--- src/rtl/conv_s2p_lanes_if.sv ---
// Handshake bundle for conv_s2p_lanes: serial input side and parallel word output side.
// The slave modport is the converter's view; the master modport is the view of whatever drives it.
interface conv_s2p_lanes_if #(
    parameter int WIDTH = 4,
    parameter int LANES = 4
);
    logic                     din;
    logic                     din_valid;
    logic                     din_sof;
    logic                     din_ready;
    logic [WIDTH*LANES-1:0]   dout;
    logic                     dout_valid;
    logic                     dout_ready;
    logic                     frame_err;

    modport master (
        output din, din_valid, din_sof, dout_ready,
        input  din_ready, dout, dout_valid, frame_err
    );

    modport slave (
        input  din, din_valid, din_sof, dout_ready,
        output din_ready, dout, dout_valid, frame_err
    );
endinterface

--- src/rtl/conv_s2p_lanes.sv ---
// Serial-to-parallel converter: collects a 1-bit stream into LANES x WIDTH-bit words.
// A single holding register lets the next word assemble while the previous one waits.
module conv_s2p_lanes #(
    parameter int WIDTH     = 4,
    parameter int LANES     = 4,
    parameter int MSB_FIRST = 1
) (
    input  logic            clk,
    input  logic            rst,
    conv_s2p_lanes_if.slave bus
);
    localparam int N  = WIDTH * LANES;
    localparam int CW = $clog2(N);
    localparam logic [CW-1:0] CNT_ZERO = CW'(32'd0);
    localparam logic [CW-1:0] CNT_ONE  = CW'(32'd1);
    localparam logic [CW-1:0] CNT_LAST = CW'(N - 1);

    // The N-th bit of a word comes straight from din, so only N-1 bits need storing.
    logic [N-2:0]  sr_r;
    logic [N-2:0]  sr_nxt_s;
    logic [CW-1:0] cnt_r;
    logic [CW-1:0] cnt_nxt_s;
    logic [N-1:0]  dout_r;
    logic [N-1:0]  dout_nxt_s;
    logic [N-1:0]  word_s;
    logic          dout_valid_r;
    logic          dout_valid_nxt_s;
    logic          frame_err_r;
    logic          frame_err_nxt_s;
    logic          ready_s;
    logic          accept_s;

    // Input readiness, word formation and next state of counter, shifter and holding register
    always_comb begin
        sr_nxt_s         = sr_r;
        cnt_nxt_s        = cnt_r;
        dout_nxt_s       = dout_r;
        dout_valid_nxt_s = dout_valid_r;
        frame_err_nxt_s  = 1'b0;

        ready_s  = !((cnt_r == CNT_LAST) && dout_valid_r && !bus.dout_ready);
        accept_s = bus.din_valid && ready_s;

        if (MSB_FIRST != 0) begin
            word_s = {sr_r, bus.din};
        end else begin
            word_s = {bus.din, sr_r};
        end

        if (dout_valid_r && bus.dout_ready) begin
            dout_valid_nxt_s = 1'b0;
        end else begin
            dout_valid_nxt_s = dout_valid_r;
        end

        if (accept_s) begin
            if (MSB_FIRST != 0) begin
                sr_nxt_s = word_s[N-2:0];
            end else begin
                sr_nxt_s = word_s[N-1:1];
            end

            // Start-of-frame wins over completion; stale partial bits age out of the shifter.
            if (bus.din_sof) begin
                cnt_nxt_s       = CNT_ONE;
                frame_err_nxt_s = (cnt_r != CNT_ZERO);
            end else if (cnt_r == CNT_LAST) begin
                cnt_nxt_s        = CNT_ZERO;
                dout_nxt_s       = word_s;
                dout_valid_nxt_s = 1'b1;
            end else begin
                cnt_nxt_s = cnt_r + CNT_ONE;
            end
        end else begin
            sr_nxt_s = sr_r;
        end
    end

    // State registers with synchronous active-high reset
    always_ff @(posedge clk) begin
        if (rst) begin
            sr_r         <= {(N-1){1'b0}};
            cnt_r        <= CNT_ZERO;
            dout_r       <= {N{1'b0}};
            dout_valid_r <= 1'b0;
            frame_err_r  <= 1'b0;
        end else begin
            sr_r         <= sr_nxt_s;
            cnt_r        <= cnt_nxt_s;
            dout_r       <= dout_nxt_s;
            dout_valid_r <= dout_valid_nxt_s;
            frame_err_r  <= frame_err_nxt_s;
        end
    end

    assign bus.din_ready  = ready_s;
    assign bus.dout       = dout_r;
    assign bus.dout_valid = dout_valid_r;
    assign bus.frame_err  = frame_err_r;
endmodule

--- src/flat_wrapper.sv ---
// flat-port wrapper written by rule: the top's interface ports become plain ports
module conv_s2p_lanes_flat 
#(
    parameter int WIDTH     = 4,
    parameter int LANES     = 4,
    parameter int MSB_FIRST = 1
)
  (clk, rst, bus_din, bus_din_valid, bus_din_sof, bus_dout_ready, bus_din_ready, bus_dout, bus_dout_valid, bus_frame_err);
  conv_s2p_lanes_if #(.WIDTH(WIDTH), .LANES(LANES)) bus_i ();
  input  logic clk;
  input  logic rst;
  input wire logic [$bits(bus_i.din)-1:0] bus_din;
  input wire logic [$bits(bus_i.din_valid)-1:0] bus_din_valid;
  input wire logic [$bits(bus_i.din_sof)-1:0] bus_din_sof;
  input wire logic [$bits(bus_i.dout_ready)-1:0] bus_dout_ready;
  output wire logic [$bits(bus_i.din_ready)-1:0] bus_din_ready;
  output wire logic [$bits(bus_i.dout)-1:0] bus_dout;
  output wire logic [$bits(bus_i.dout_valid)-1:0] bus_dout_valid;
  output wire logic [$bits(bus_i.frame_err)-1:0] bus_frame_err;
  assign bus_i.din = bus_din;
  assign bus_i.din_valid = bus_din_valid;
  assign bus_i.din_sof = bus_din_sof;
  assign bus_i.dout_ready = bus_dout_ready;
  assign bus_din_ready = bus_i.din_ready;
  assign bus_dout = bus_i.dout;
  assign bus_dout_valid = bus_i.dout_valid;
  assign bus_frame_err = bus_i.frame_err;
  conv_s2p_lanes #(.WIDTH(WIDTH), .LANES(LANES), .MSB_FIRST(MSB_FIRST)) u_core (.clk(clk), .rst(rst), .bus(bus_i));
endmodule
--- config.mk ---
export PLATFORM = sky130hd
export DESIGN_NAME = conv_s2p_lanes_flat
export DESIGN_NICKNAME = d
export VERILOG_FILES = /design/src/rtl/conv_s2p_lanes_if.sv /design/src/rtl/conv_s2p_lanes.sv /design/src/flat_wrapper.sv
export SDC_FILE = /design/constraint.sdc
export NUM_CORES = 1
export LEC_CHECK = 0
export ABC_AREA = 1
export CAP_MARGIN = 30
export CORE_UTILIZATION = 33
export CTS_CLUSTER_DIAMETER = 40
export DETAILED_ROUTE_END_ITERATION = 16
export PLACE_DENSITY = 0.53
export SLEW_MARGIN = 20
export SYNTH_ARGS = -nofsm -noshare
export SYNTH_HDL_FRONTEND = slang
export SYNTH_SLANG_ARGS = --single-unit
--- constraint.sdc ---
create_clock -name clk -period 2.5 [get_ports clk]
set_input_delay 0.75 -clock clk [delete_from_list [all_inputs] [get_ports clk]]
set_output_delay 0.75 -clock clk [all_outputs]
set_load 0.1 [all_outputs]
**Word level (Yosys, flattened, before mapping)**

Index checks and enable logic that the tools add are counted.

- Register bits after elaboration: 37
- Latch bits: 0
- Memory bits (writable): 0
- Bits in read-only memories: 0
- Input port bits: 6
- Output and inout bits: 19
- Word-level logic and storage cells: 24
- Memories kept: 0

- Add/subtract/negate cells: 1
- $mul: 0
- Divide/modulo/power cells: 0
- Order comparisons: 0
- Equality and inequality tests: 1
- Shift-type cells: 0
- Multiplexer cells: 6
- Bitwise logic cells: 2
- Reduce and logical (&&, ||, !) cells: 9

Operator list:

| cell | number |
|---|---|
| $mux 4 | 2 |
| $add 4x1->4 const B | 1 |
| $eq 4x4->1 const B | 1 |
| $logic_and 1x1->1 | 4 |
| $mux 1 | 4 |
| $reduce_bool 4->1 | 1 |
| $reduce_and 3->1 | 1 |
| $reduce_or 3->1 | 1 |
| $logic_not 1->1 | 2 |
| $not 1->1 | 2 |

**Depth between registers and ports, before layout**

Gate-level depths: netlist of the first run.

- Depth after elaboration: 7
- Gate-level depth with buffers: 8
- Mapped depth without buffers: 8

**Worst setup path after synthesis of the first run**

OpenSTA, ideal clock, no wires.

- Path kind: flip-flop to output port
- Start: reg u_core.dout_valid_r (netlist: u_core.bus.dout_valid)
- End: out bus_din_ready
- Arrival: 1.506 ns
- Data required time: 1.750 ns
- Path slack: 0.244 ns
- Stages on the path, launching flop included: 4
- Path buffers: 0
- Cells stage by stage: dfxtp_1 -> nand2_2 -> inv_1 -> nand2_4

- Longest elaborated chain between the ends: 3

Ends and longest elaborated chain:

| what | line | text |
|---|---|---|
| start, declared | conv_s2p_lanes.sv:26 | `logic dout_valid_r;` |
| start signal, assigned | conv_s2p_lanes.sv:91 | `dout_valid_r <= dout_valid_nxt_s;` |
| $logic_and 1x1->1 (2 in series) | conv_s2p_lanes.sv:41 | `ready_s = !((cnt_r == CNT_LAST) && dout_valid_r && !bus.dout_ready);` |
| $logic_not 1->1 | conv_s2p_lanes.sv:41 |  |
| end, declared | flat_wrapper.sv:16 | `output wire logic [$bits(bus_i.din_ready)-1:0] bus_din_ready;` |

No other way between the ends.

**Worst setup path after layout of the first run**

- Start: in bus_dout_ready
- End: out bus_din_ready

- Longest elaborated chain between the ends: 3

Ends and longest elaborated chain:

| what | line | text |
|---|---|---|
| start, declared | flat_wrapper.sv:15 | `input wire logic [$bits(bus_i.dout_ready)-1:0] bus_dout_ready;` |
| $logic_not 1->1 | conv_s2p_lanes.sv:41 |  |
| $logic_and 1x1->1 | conv_s2p_lanes.sv:41 |  |
| $logic_not 1->1 | conv_s2p_lanes.sv:41 |  |

No other way between the ends.

==> metrics.md, run 1 <==
| Metric | Value |
|---|---|
| Run status | finished, final reports clean |
| Data arrival time of the critical path | 1.60 ns |
| Number of iterations in the first detailed-routing pass | 4 |
| Fraction of final layout cells sized beyond drive strength 1 | 0.1633 |
| Residual antenna-violating net count after detailed routing | 0 |
| Initial antenna violation count | 0 |
| Top_reg_cell synth | sky130_fd_sc_hd__dfxtp_1 |
| Yosys reg bits | 37 |
| Seq pwr share | 0.502 |
| Area of all placed cells without fillers | 1956 sq um |
| Clock sink count | 37 |
| Skew-Pair Late Insertion Delay | 0.29 ns |
| Most frequent cell after synthesis | sky130_fd_sc_hd__nor2_1 |
| Footprint of the multi-input gates | 674.4 sq um |
| Syn nets | 231 |
| Inserted Diodes | 0 |
| Maximum buffer depth of the clock tree | 2 |
| Worst slew margin relative to its limit | 0.5862 |
| Switch share | 0.2221 |
| Detailed placer's ending HPWL | just under 2 mm |
| Setup-failing EPs final | 0 |
| Global-route total usage across every layer | 0.1313 |
| WHS Path Cells | 2 |
| Post-synthesis cell area | 1597 sq um |
| Quantity of hold-fixing buffers added after cts | 0 |
| Tightest Hold Check Type | reg2reg |
| Worst Slack Setup Final | ~0.15 ns |
| Clock tree root buffer cell | sky130_fd_sc_hd__clkbuf_8 |
| Total instance count after detailed placement | roughly 300 |
| Setup bufs post-CTS | 0 |
| Area delta synth->final | 22.49% |
| Number of cells in the finished layout apart from fillers | 303 |
| Total Die Area | 5120 sq um |
| Net count reported at finish | about 260 |
| Sequential cell area | 740.7 sq um |
| Leakage Power | ~0.001 uW |
| Reg2reg path depth | 6 |
| Final min period | between 2 and 2.5 ns |
| CP Launch Type | input port |
| Startpoint-to-endpoint class of the critical path | in2out |
| Initial core utilization | 0.3544 |
| Top Family by Delay on Critical Path | buffers and inverters |
| Maximum number of pins on one net before global-route repair | 28 |
| Total length of routed wires | 2.984 mm |
| Yosys top cell area share | 0.4639 |
| Die outline width | 71.56 um |
| Final RePlAce weighted congestion | 0.7156 |
| Number of logic stages on the critical path including buffering | 6 |
| Power per standard cell area | 632.3 nW/um^2 |
| Level count of the clock H-tree | 2 |
| DRC violation count after routing | 0 |
| Fmax achieved | between 400 and 500 MHz |
| Mean routed wirelength per cell | about 9.8 um |
| Reg clk slew, reported paths | 0.07 ns |
| Critical-path maximum fanout | 2 |
| Hold Fails Final Rpt | 0 |
| Max-slew violation count | 0 |
| Violation count after the first detailed-route iteration | just over 80 |
| Async set or reset register ratio after synthesis | 0 |
| Internal power component | 961.9 uW |
| Part of the Yosys area used for sequential elements | 0.4639 |
| Drt via density | 4.386 |
| Worst IR Drop VDD | 0.2299 mV |
| Post-synthesis cell type count | 22 |
| DIE HEIGHT | 71.56 um |
| Final sum of negative setup slack | 0 ns |
| Critical Path Most Common Cell | sky130_fd_sc_hd__inv_1 |
| Yosys synthesis warning count | 0 |
| Slew @ Worst Pin | 0.6207 ns |
| Minimum setup slack among reg-to-reg paths | between 0.8 and 0.9 ns |
| Top area cells in the synthesized netlist | sky130_fd_sc_hd__dfxtp_1 (46%), sky130_fd_sc_hd__nor2_1 (14%), sky130_fd_sc_hd__nand2_1 (10%), sky130_fd_sc_hd__inv_1 (7.1%), sky130_fd_sc_hd__o21ai_0 (3.1%) |
| Critical Path, Cell by Cell | clkdlybuf4s50_1 -> inv_1 -> nand2_2 -> inv_1 -> nand2_4 -> buf_12 |
| Leading area contributor after synthesis | sky130_fd_sc_hd__dfxtp_1 |
| Buffers added on ports | 24 |
| Mapped Cells | 223 |
| Number of flops mapped to enable cells by yosys | 0 |
| Unrepaired setup endpoints after global routing | no |
| Final worst path period share | 0.9383 |
| Max Cap Viol | 0 |
| Wire length of the first global-routing pass | roughly 5.1 mm |
| Minimum setup slack after placement | 0.1494 ns |
| TritonCTS clock tree | yes |
| Routed vias | ~1,300 |
| P_sw | 274.7 uW |
| Worst-path cell with the longest stage delay | sky130_fd_sc_hd__clkdlybuf4s50_1 |
| Via count of the first global-routing pass | ~1,200 |
| Resize count post-CTS | 0 |
| Combinational power share | 0.062 |
| Data required time at the worst endpoint | 1.75 ns |
| Core Box Area | between 4000 and 5000 sq um |
| Layout Skew | ~0.0017 ns |
| Synthesized area per cell | 7.159 sq um |
| Largest stage delay on the critical path | 0.45 ns |
| Total overflow reported by the global router | 0 |
| Number of clock buffers inserted by TritonCTS | 5 |
| Clk network pwr share | 0.436 |
| Kind of capture point of the worst setup path | output pin |
| Row count | 24 |
| DP Area | ~1800 sq um |
| I/O pin total | 25 |
| Worst Path Buf+Inv | 4 |
| Leading cell types by count after synthesis | sky130_fd_sc_hd__nor2_1 (61), sky130_fd_sc_hd__nand2_1 (43), sky130_fd_sc_hd__dfxtp_1 (37) |
| Filler cell count | 494 |
-- final timing paths --
path                   startpoint              end
hold / removal    u_core.sr_r[14]  u_core.sr_r[14]
setup / recovery   bus_dout_ready    bus_din_ready
setup reg to reg  u_core.cnt_r[0]  u_core.cnt_r[1]
hold reg to reg   u_core.sr_r[14]  u_core.sr_r[14]
-- state kept, by name, summed over array words and instances, names as in the netlist --
name	cells
u_core.bus.dout	16
u_core.bus.dout_valid	1
u_core.bus.frame_err	1
u_core.cnt_r	4
u_core.sr_r	15
-- cell families after synthesis --
group / count (synthesis) / synth area share
simple gates: 123 / 0.3346
buf+inv: 40 / 0.1136
flops: 37 / 0.4639
compound gates: 21 / 0.07211
fa+ha+maj: 2 / 0.01567
-- cells in the final DEF (no fill, tap or decap), drive strengths merged --
master         instances
nor2                  62
nand2                 48
dfxtp                 37
inv                   31
buf                   24
o21ai                 16
nand4                  8
clkbuf                 7
clkdlybuf4s50          5
nand3                  4
a21oi                  4
ha                     2
o21a                   1
nor4                   1
bufinv                 1
-- routing by layer --
layer	track usage	wire length, um
met2	0.1989	1321
met3	0.04219	102
met5	0	0
met4	0.07843	72
met1	0.1636	1487
-- power groups by stage --
stage / registers (uW) / clock network, uW / logic, uW
2_1_floorplan: 635 / 0 / 55.7
3_3_place_gp: 635 / 0 / 77.3
3_5_place_dp: 635 / 0 / 77.6
4_1_cts: 621 / 560 / 77.8
5_1_grt: 624 / 575 / 88.5
6_report: 621 / 539 / 76.5
-- layout make-up --
type,instances,share of cell area
multi-input combinational,146,0.3448
sequential,37,0.3788
clock buffer,7,0.04415
tap,52,0.03327
inverter,31,0.05950
timing repair buffer,29,0.1241
clock inverter,1,0.01536
-- worst reg2reg max path: stages (launching register included) --
cell,delay [ns]
sky130_fd_sc_hd__dfxtp_1,0.36
sky130_fd_sc_hd__ha_1,0.26
sky130_fd_sc_hd__nand3_1,0.15
sky130_fd_sc_hd__o21a_1,0.54
sky130_fd_sc_hd__nand2_1,0.11
sky130_fd_sc_hd__nand2_1,0.09
sky130_fd_sc_hd__nor2_1,0.04
-- stage by stage --
stage                 util  hold WS, ns  total power (uW)
floorplan                -       0.4547             691.0
global placement    0.4083       0.4785             712.4
detailed placement  0.4083       0.4757             712.5
CTS                 0.4342       0.4922              1258
global route        0.4342       0.5175              1287
finish              0.4342       0.4882              1237
(Power assumes the default switching activity.)
==> run 2: changes to the inputs <==
--- a/config.mk
+++ b/config.mk
@@ -12,3 +12,4 @@
 export DETAILED_ROUTE_END_ITERATION = 16
-export PLACE_DENSITY = 0.53
+export DONT_BUFFER_PORTS = 1
+export PLACE_DENSITY = 0.47
 export SLEW_MARGIN = 20
--- a/constraint.sdc
+++ b/constraint.sdc
@@ -3,2 +3,2 @@
 set_output_delay 0.75 -clock clk [all_outputs]
-set_load 0.1 [all_outputs]
+set_load 0.02 [all_outputs]
==> run 2 against run 1 <==
Against the previous run:
- non-clock buffer count fell by 28
- count of clock-buffer cells in the layout fell by 2
- sequential share of layout area rose by 5.9 points
- clock power fell by 22%
- routed wire length rose by 6.6%
- final area fell by 14%
- combinational power fell by 26%
- register-to-register slack got worse by 0.03 ns
- sequential power barely moved
- highest routed layer unchanged
==> metrics.md, run 2 (synthesis gave the netlist of run 1 again) <==
| Metric | Value |
|---|---|
| Inserted Diodes | 0 |
| Core Box Area | 4504 sq um |
| Total Die Area | between 5000 and 6000 sq um |
| Area of all placed cells without fillers | 1690 sq um |
| Clk network pwr share | 0.384 |
| Number of iterations in the first detailed-routing pass | 4 |
| Clock sink count | 37 |
| Largest stage delay on the critical path | 0.45 ns |
| Total length of routed wires | between 3 and 4 mm |
| Internal power component | 819.8 uW |
| Fraction of final layout cells sized beyond drive strength 1 | 0.08520 |
| Leading cell type in the layout, fill and taps excluded | sky130_fd_sc_hd__nor2_1 |
| Initial core utilization | 0.3544 |
| Net count reported at finish | 230 |
| Final RePlAce weighted congestion | 0.7637 |
| Die outline width | 71.56 um |
| Seq pwr share | 0.565 |
| Reg clk slew, reported paths | about 0.08 ns |
| Maximum buffer depth of the clock tree | 2 |
| DIE HEIGHT | about 70 um |
| Initial antenna violation count | 0 |
| Wire length of the first global-routing pass | 5.526 mm |
| Row count | 24 |
| Drt via density | 4.505 |
| Worst slew margin relative to its limit | 0.5919 |
| Hold Fails Final Rpt | 0 |
| DRC violation count after routing | 0 |
| Routed vias | 1,239 |
| Quantity of hold-fixing buffers added after cts | 0 |
| Max Cap Viol | 0 |
| Filler cell count | roughly 510 |
| Final worst path period share | 0.8542 |
| Power per standard cell area | 651.1 nW/um^2 |
| Area delta synth->final | 5.878% |
| Max-slew violation count | 0 |
| Setup-failing EPs final | 0 |
| Crit path launch | u_core.cnt_r[0] |
| Critical Path, Cell by Cell | ha_1 -> nand2_2 -> nor2_4 -> nand2_4 |
| Tightest Hold Check Type | reg2reg |
| Kind of capture point of the worst setup path | output pin |
| Global-route total usage across every layer | 0.1427 |
| Setup bufs post-CTS | 0 |
| Layout Skew | 0.004283 ns |
| Data required time at the worst endpoint | 1.75 ns |
| I/O pin total | 25 |
| Violation count after the first detailed-route iteration | a little over 80 |
| Reg-to-reg critical path startpoint | u_core.cnt_r[0] |
| Detailed placer's ending HPWL | 2.031 mm |
| Worst IR Drop VDD | 0.2394 mV |
| Number of clock buffers inserted by TritonCTS | 5 |
| Footprint of the multi-input gates | 674.4 sq um |
| Skew-Pair Late Insertion Delay | 0.29 ns |
| Worst-path cell with the longest stage delay | sky130_fd_sc_hd__dfxtp_1 |
| Fmax achieved | around 470 MHz |
| Critical-path maximum fanout | 9 |
| Leakage Power | 0.0008171 uW |
| Combinational power share | 0.051 |
| Minimum setup slack among reg-to-reg paths | 0.83 ns |
| Final sum of negative setup slack | 0 ns |
| Slew @ Worst Pin | 0.6121 ns |
| Residual antenna-violating net count after detailed routing | 0 |
| Leading cell types in the layout, fill and taps excluded | sky130_fd_sc_hd__nor2_1 (61), sky130_fd_sc_hd__nand2_1 (43), sky130_fd_sc_hd__dfxtp_1 (37) |
| Data arrival time of the critical path | 1.39 ns |
| Startpoint-to-endpoint class of the critical path | reg2out |
| Total overflow reported by the global router | 0 |
| Number of flip-flops under the largest register name | 16 |
| CP Launch Type | flip-flop |
| Level count of the clock H-tree | 2 |
| Sequential cell area | 740.7 sq um |
| Via count of the first global-routing pass | 1,146 |
| Switch share | 0.2552 |
| Buffers added on ports | 0 |
| Resize count post-CTS | 0 |
| P_sw | 280.9 uW |
| Startpoint of the most critical hold path | u_core.sr_r[14] |
| Mean routed wirelength per cell | 11.57 um |
| DP Area | between 1500 and 2000 sq um |
| Unrepaired setup endpoints after global routing | no |
| TritonCTS clock tree | yes |
| Run status | finished, final reports clean |
| Maximum number of pins on one net before global-route repair | 28 |
| Final min period | roughly 2.1 ns |
| Clock tree root buffer cell | sky130_fd_sc_hd__clkbuf_8 |
==> run 2: per-stage QoR <==
step           utilization  std cells  total power, uW  setup WS [ns]  hold WS, ns
2_1_floorplan            -        223            688.0         0.6687       0.4547
3_3_place_gp        0.3561        267            692.8         0.6208       0.4786
3_5_place_dp        0.3561        267            692.5         0.6190       0.4793
4_1_cts             0.3753        275             1116         0.3552       0.4940
5_1_grt             0.3753        275             1161         0.2629       0.4893
6_report            0.3753        275             1101         0.3646       0.4905
==> run 2: final timing paths <==
| path | endpoint | depth (start not counted) |
|---|---|---|
| setup / recovery | bus_din_ready | 4 |
| hold / removal | u_core.sr_r[14] | 2 |
| hold reg to reg | u_core.sr_r[14] | 2 |
| setup reg to reg | u_core.bus.dout[14] | 6 |
==> run 2: cell type report <==
cell class	count	share of cell area
clock buffer	5	0.04071
clock inverter	3	0.01036
inverter	31	0.06884
multi-input combinational	146	0.3990
sequential	37	0.4382
tap	52	0.03849
timing repair buffer	1	0.004441
==> run 2: power by group through the flow <==
| stage | registers (uW) | clock network [uW] | logic [uW] |
|---|---|---|---|
| 6_report | 622 | 422 | 56.3 |
| 5_1_grt | 626 | 470 | 65.1 |
| 3_3_place_gp | 636 | 0 | 56.6 |
| 2_1_floorplan | 632 | 0 | 55.8 |
| 3_5_place_dp | 636 | 0 | 56.6 |
| 4_1_cts | 622 | 437 | 56.9 |
==> run 2: critical path, delay by kind of cell, from the launching register on <==
| kind | cells | cell delay (ns) |
|---|---|---|
| DFF | 1 | 0.45 |
| and+or+nand+nor | 3 | 0.40 |
| adders and majority gates | 1 | 0.24 |
==> run 2: metal layers <==
layer  wire [um]  global-route usage
met4          87             0.09804
met5           0                   0
met2        1253              0.1947
met1        1691              0.1944
met3         148             0.03938
==> run 3: changes to the inputs <==
--- a/config.mk
+++ b/config.mk
@@ -8,3 +8,3 @@
 export ABC_AREA = 1
-export CAP_MARGIN = 30
+export CAP_MARGIN = 20
 export CORE_UTILIZATION = 33
--- a/constraint.sdc
+++ b/constraint.sdc
@@ -3,2 +3,2 @@
 set_output_delay 0.75 -clock clk [all_outputs]
-set_load 0.02 [all_outputs]
+set_load 0.005 [all_outputs]
==> run 3 against run 2 <==
Against the previous run:
- core utilization grew 0.83 points
- sequential power is essentially flat
- via count shrank 0.48%
- global-route usage shrank 0.26 points
- critical path depth is the same
- fmax grew 2.4%
- non-clock buffer count grew 1
- first-iteration DRC count shrank 16%
- die area is the same
- critical endpoint unchanged
- largest cell class unchanged
==> metrics.md, run 3 (synthesis gave the netlist of run 1 again) <==
| Metric | Value |
|---|---|
| Run status | finished, final reports clean |
| Initial core utilization | 0.3544 |
| Switch share | 0.2170 |
| Tightest Hold Check Type | reg2reg |
| Data required time at the worst endpoint | 1.75 ns |
| Skew-Pair Late Insertion Delay | 0.29 ns |
| Quantity of hold-fixing buffers added after cts | 0 |
| Number of clock buffers inserted by TritonCTS | 5 |
| Final worst path period share | 0.8342 |
| Critical-path maximum fanout | 9 |
| Startpoint-to-endpoint class of the critical path | reg2out |
| Inserted Diodes | 0 |
| Reg-to-reg critical path startpoint | u_core.cnt_r[0] |
| Number of cells in the finished layout apart from fillers | 276 |
| Power per standard cell area | 704.8 nW/um^2 |
| Filler cell count | 480 |
| Via count of the first global-routing pass | approximately 1,200 |
| Reg-to-Reg End | u_core.bus.dout[6] |
| Setup bufs post-CTS | 0 |
| Fmax achieved | 479.5 MHz |
| Internal power component | 953.6 uW |
| Layout Utilization | 0.3836 |
| Footprint of the multi-input gates | 674.4 sq um |
| Residual antenna-violating net count after detailed routing | 0 |
| Total length of routed wires | 3.072 mm |
| Leading cell types in the layout, fill and taps excluded | sky130_fd_sc_hd__nor2_1 (61), sky130_fd_sc_hd__nand2_1 (43), sky130_fd_sc_hd__dfxtp_1 (37) |
| WHS Path Cells | 2 |
| Max Cap Viol | 0 |
| Drt via density | around 4.5 |
| Number of iterations in the first detailed-routing pass | 4 |
| Final min period | about 2.1 ns |
| Buffers added on ports | 0 |
| Kind of capture point of the worst setup path | output pin |
| Slew @ Worst Pin | 0.4151 ns |
| Largest stage delay on the critical path | 0.43 ns |
| Fraction of final layout cells sized beyond drive strength 1 | 0.08482 |
| Data arrival time of the critical path | between 1 and 1.5 ns |
| Leakage Power | 0.0008365 uW |
| Seq pwr share | 0.510 |
| Resize count post-CTS | 0 |
| Level count of the clock H-tree | 2 |
| Clock tree root buffer cell | sky130_fd_sc_hd__clkbuf_8 |
| Maximum buffer depth of the clock tree | 2 |
| Sequential cell area | 740.7 sq um |
| Total instance count after detailed placement | 268 |
| Reg2reg path depth | 7 |
| DIE HEIGHT | approximately 72 um |
| Worst-path cell with the longest stage delay | sky130_fd_sc_hd__dfxtp_1 |
| Die outline width | roughly 72 um |
| Endpoint of the worst hold path | u_core.sr_r[14] |
| Layout Skew | 0.004361 ns |
| Maximum number of pins on one net before global-route repair | 28 |
| Max-slew violation count | 0 |
| Detailed placer's ending HPWL | 2.017 mm |
| Leading cell type in the layout, fill and taps excluded | sky130_fd_sc_hd__nor2_1 |
| Global-route total usage across every layer | 0.1401 |
| Total overflow reported by the global router | 0 |
| Worst slew margin relative to its limit | 0.7230 |
| Clk network pwr share | 0.444 |
| DRC violation count after routing | 0 |
| Total Die Area | 5120 sq um |
| Number of flip-flops under the largest register name | 16 |
| Critical Path, Cell by Cell | ha_1 -> nand2_2 -> nor2_4 -> nand2_4 |
| Startpoint of the most critical hold path | u_core.sr_r[14] |
| Initial antenna violation count | 0 |
| Wire length of the first global-routing pass | between 5 and 6 mm |
| Hold Fails Final Rpt | 0 |
| Worst IR Drop VDD | roughly 0.25 mV |
| Routed vias | 1,233 |
| Clock sink count | 37 |
| Violation count after the first detailed-route iteration | between 60 and 70 |
| Net count reported at finish | 231 |
| Core Box Area | 4504 sq um |
| I/O pin total | 25 |
| CP Launch Type | flip-flop |
| Row count | 24 |
| P_sw | roughly 260 uW |
| TritonCTS clock tree | yes |
| Final RePlAce weighted congestion | about 0.79 |
| Mean routed wirelength per cell | 11.13 um |
| Final sum of negative setup slack | 0 ns |
| Unrepaired setup endpoints after global routing | no |
| Setup-failing EPs final | 0 |
| Area delta synth->final | 8.229% |
| Reg clk slew, reported paths | roughly 0.070 ns |
| Minimum setup slack among reg-to-reg paths | ~0.86 ns |
| Combinational power share | 0.046 |
==> run 3: critical path, delay by kind of cell (launching register included) <==
kind / cells / cell delay [ns]
adder cells (fa/ha/maj): 1 / 0.24
flip-flops: 1 / 0.43
AND/OR/NAND/NOR: 3 / 0.37
==> run 3: per-stage QoR <==
| step | power [uW] | cell area, sq um | hold WS (ns) | setup slack, ns |
|---|---|---|---|---|
| 6_report | 1218 | 1728 | 0.4913 | 0.4145 |
| 4_1_cts | 1237 | 1728 | 0.4926 | 0.3997 |
| 5_1_grt | 1280 | 1728 | 0.4985 | 0.3302 |
| 2_1_floorplan | 687.5 | 1597 | 0.4547 | 0.6998 |
| 3_5_place_dp | 692.8 | 1612 | 0.4772 | 0.6533 |
| 3_3_place_gp | 693.3 | 1612 | 0.4704 | 0.6557 |
==> run 3: area by class of cell <==
class | instances | area share
Clock buffer | 7 | 0.04996
Inverter | 31 | 0.06734
Tap cell | 52 | 0.03765
Clock inverter | 1 | 0.01738
Multi-Input combinational cell | 146 | 0.3903
Timing Repair Buffer | 2 | 0.008689
Sequential cell | 37 | 0.4287
==> run 3: power by group through the flow <==
stage               clock network, uW  registers, uW  logic [uW]
finish                            540            621        56.6
CTS                               558            621        57.9
floorplan                           0            632        55.8
detailed placement                  0            635        57.7
global route                      589            624        67.8
global placement                    0            635        58.2
==> run 3: worst max-delay path by stage <==
stage	startpoint	endpoint	slack, ns	cells after the start
2_1_floorplan	bus_dout_ready	bus_din_ready	0.70	4
3_3_place_gp	bus_dout_ready	bus_din_ready	0.66	4
3_5_place_dp	bus_dout_ready	bus_din_ready	0.65	4
4_1_cts	u_core.cnt_r[0]	bus_din_ready	0.40	4
5_1_grt	u_core.cnt_r[0]	bus_din_ready	0.33	4
6_report	u_core.cnt_r[0]	bus_din_ready	0.41	4
==> run 3: per-layer routing <==
metal / vias up / wire [um] / part of all wire / global-route usage
met4: 0 / 44 / 0.014 / 0.06536
li1: 678 / - / - / -
met3: 5 / 152 / 0.049 / 0.05485
met1: 528 / 1554 / 0.51 / 0.1869
met2: 22 / 1321 / 0.43 / 0.1989
met5: - / 0 / 0 / 0
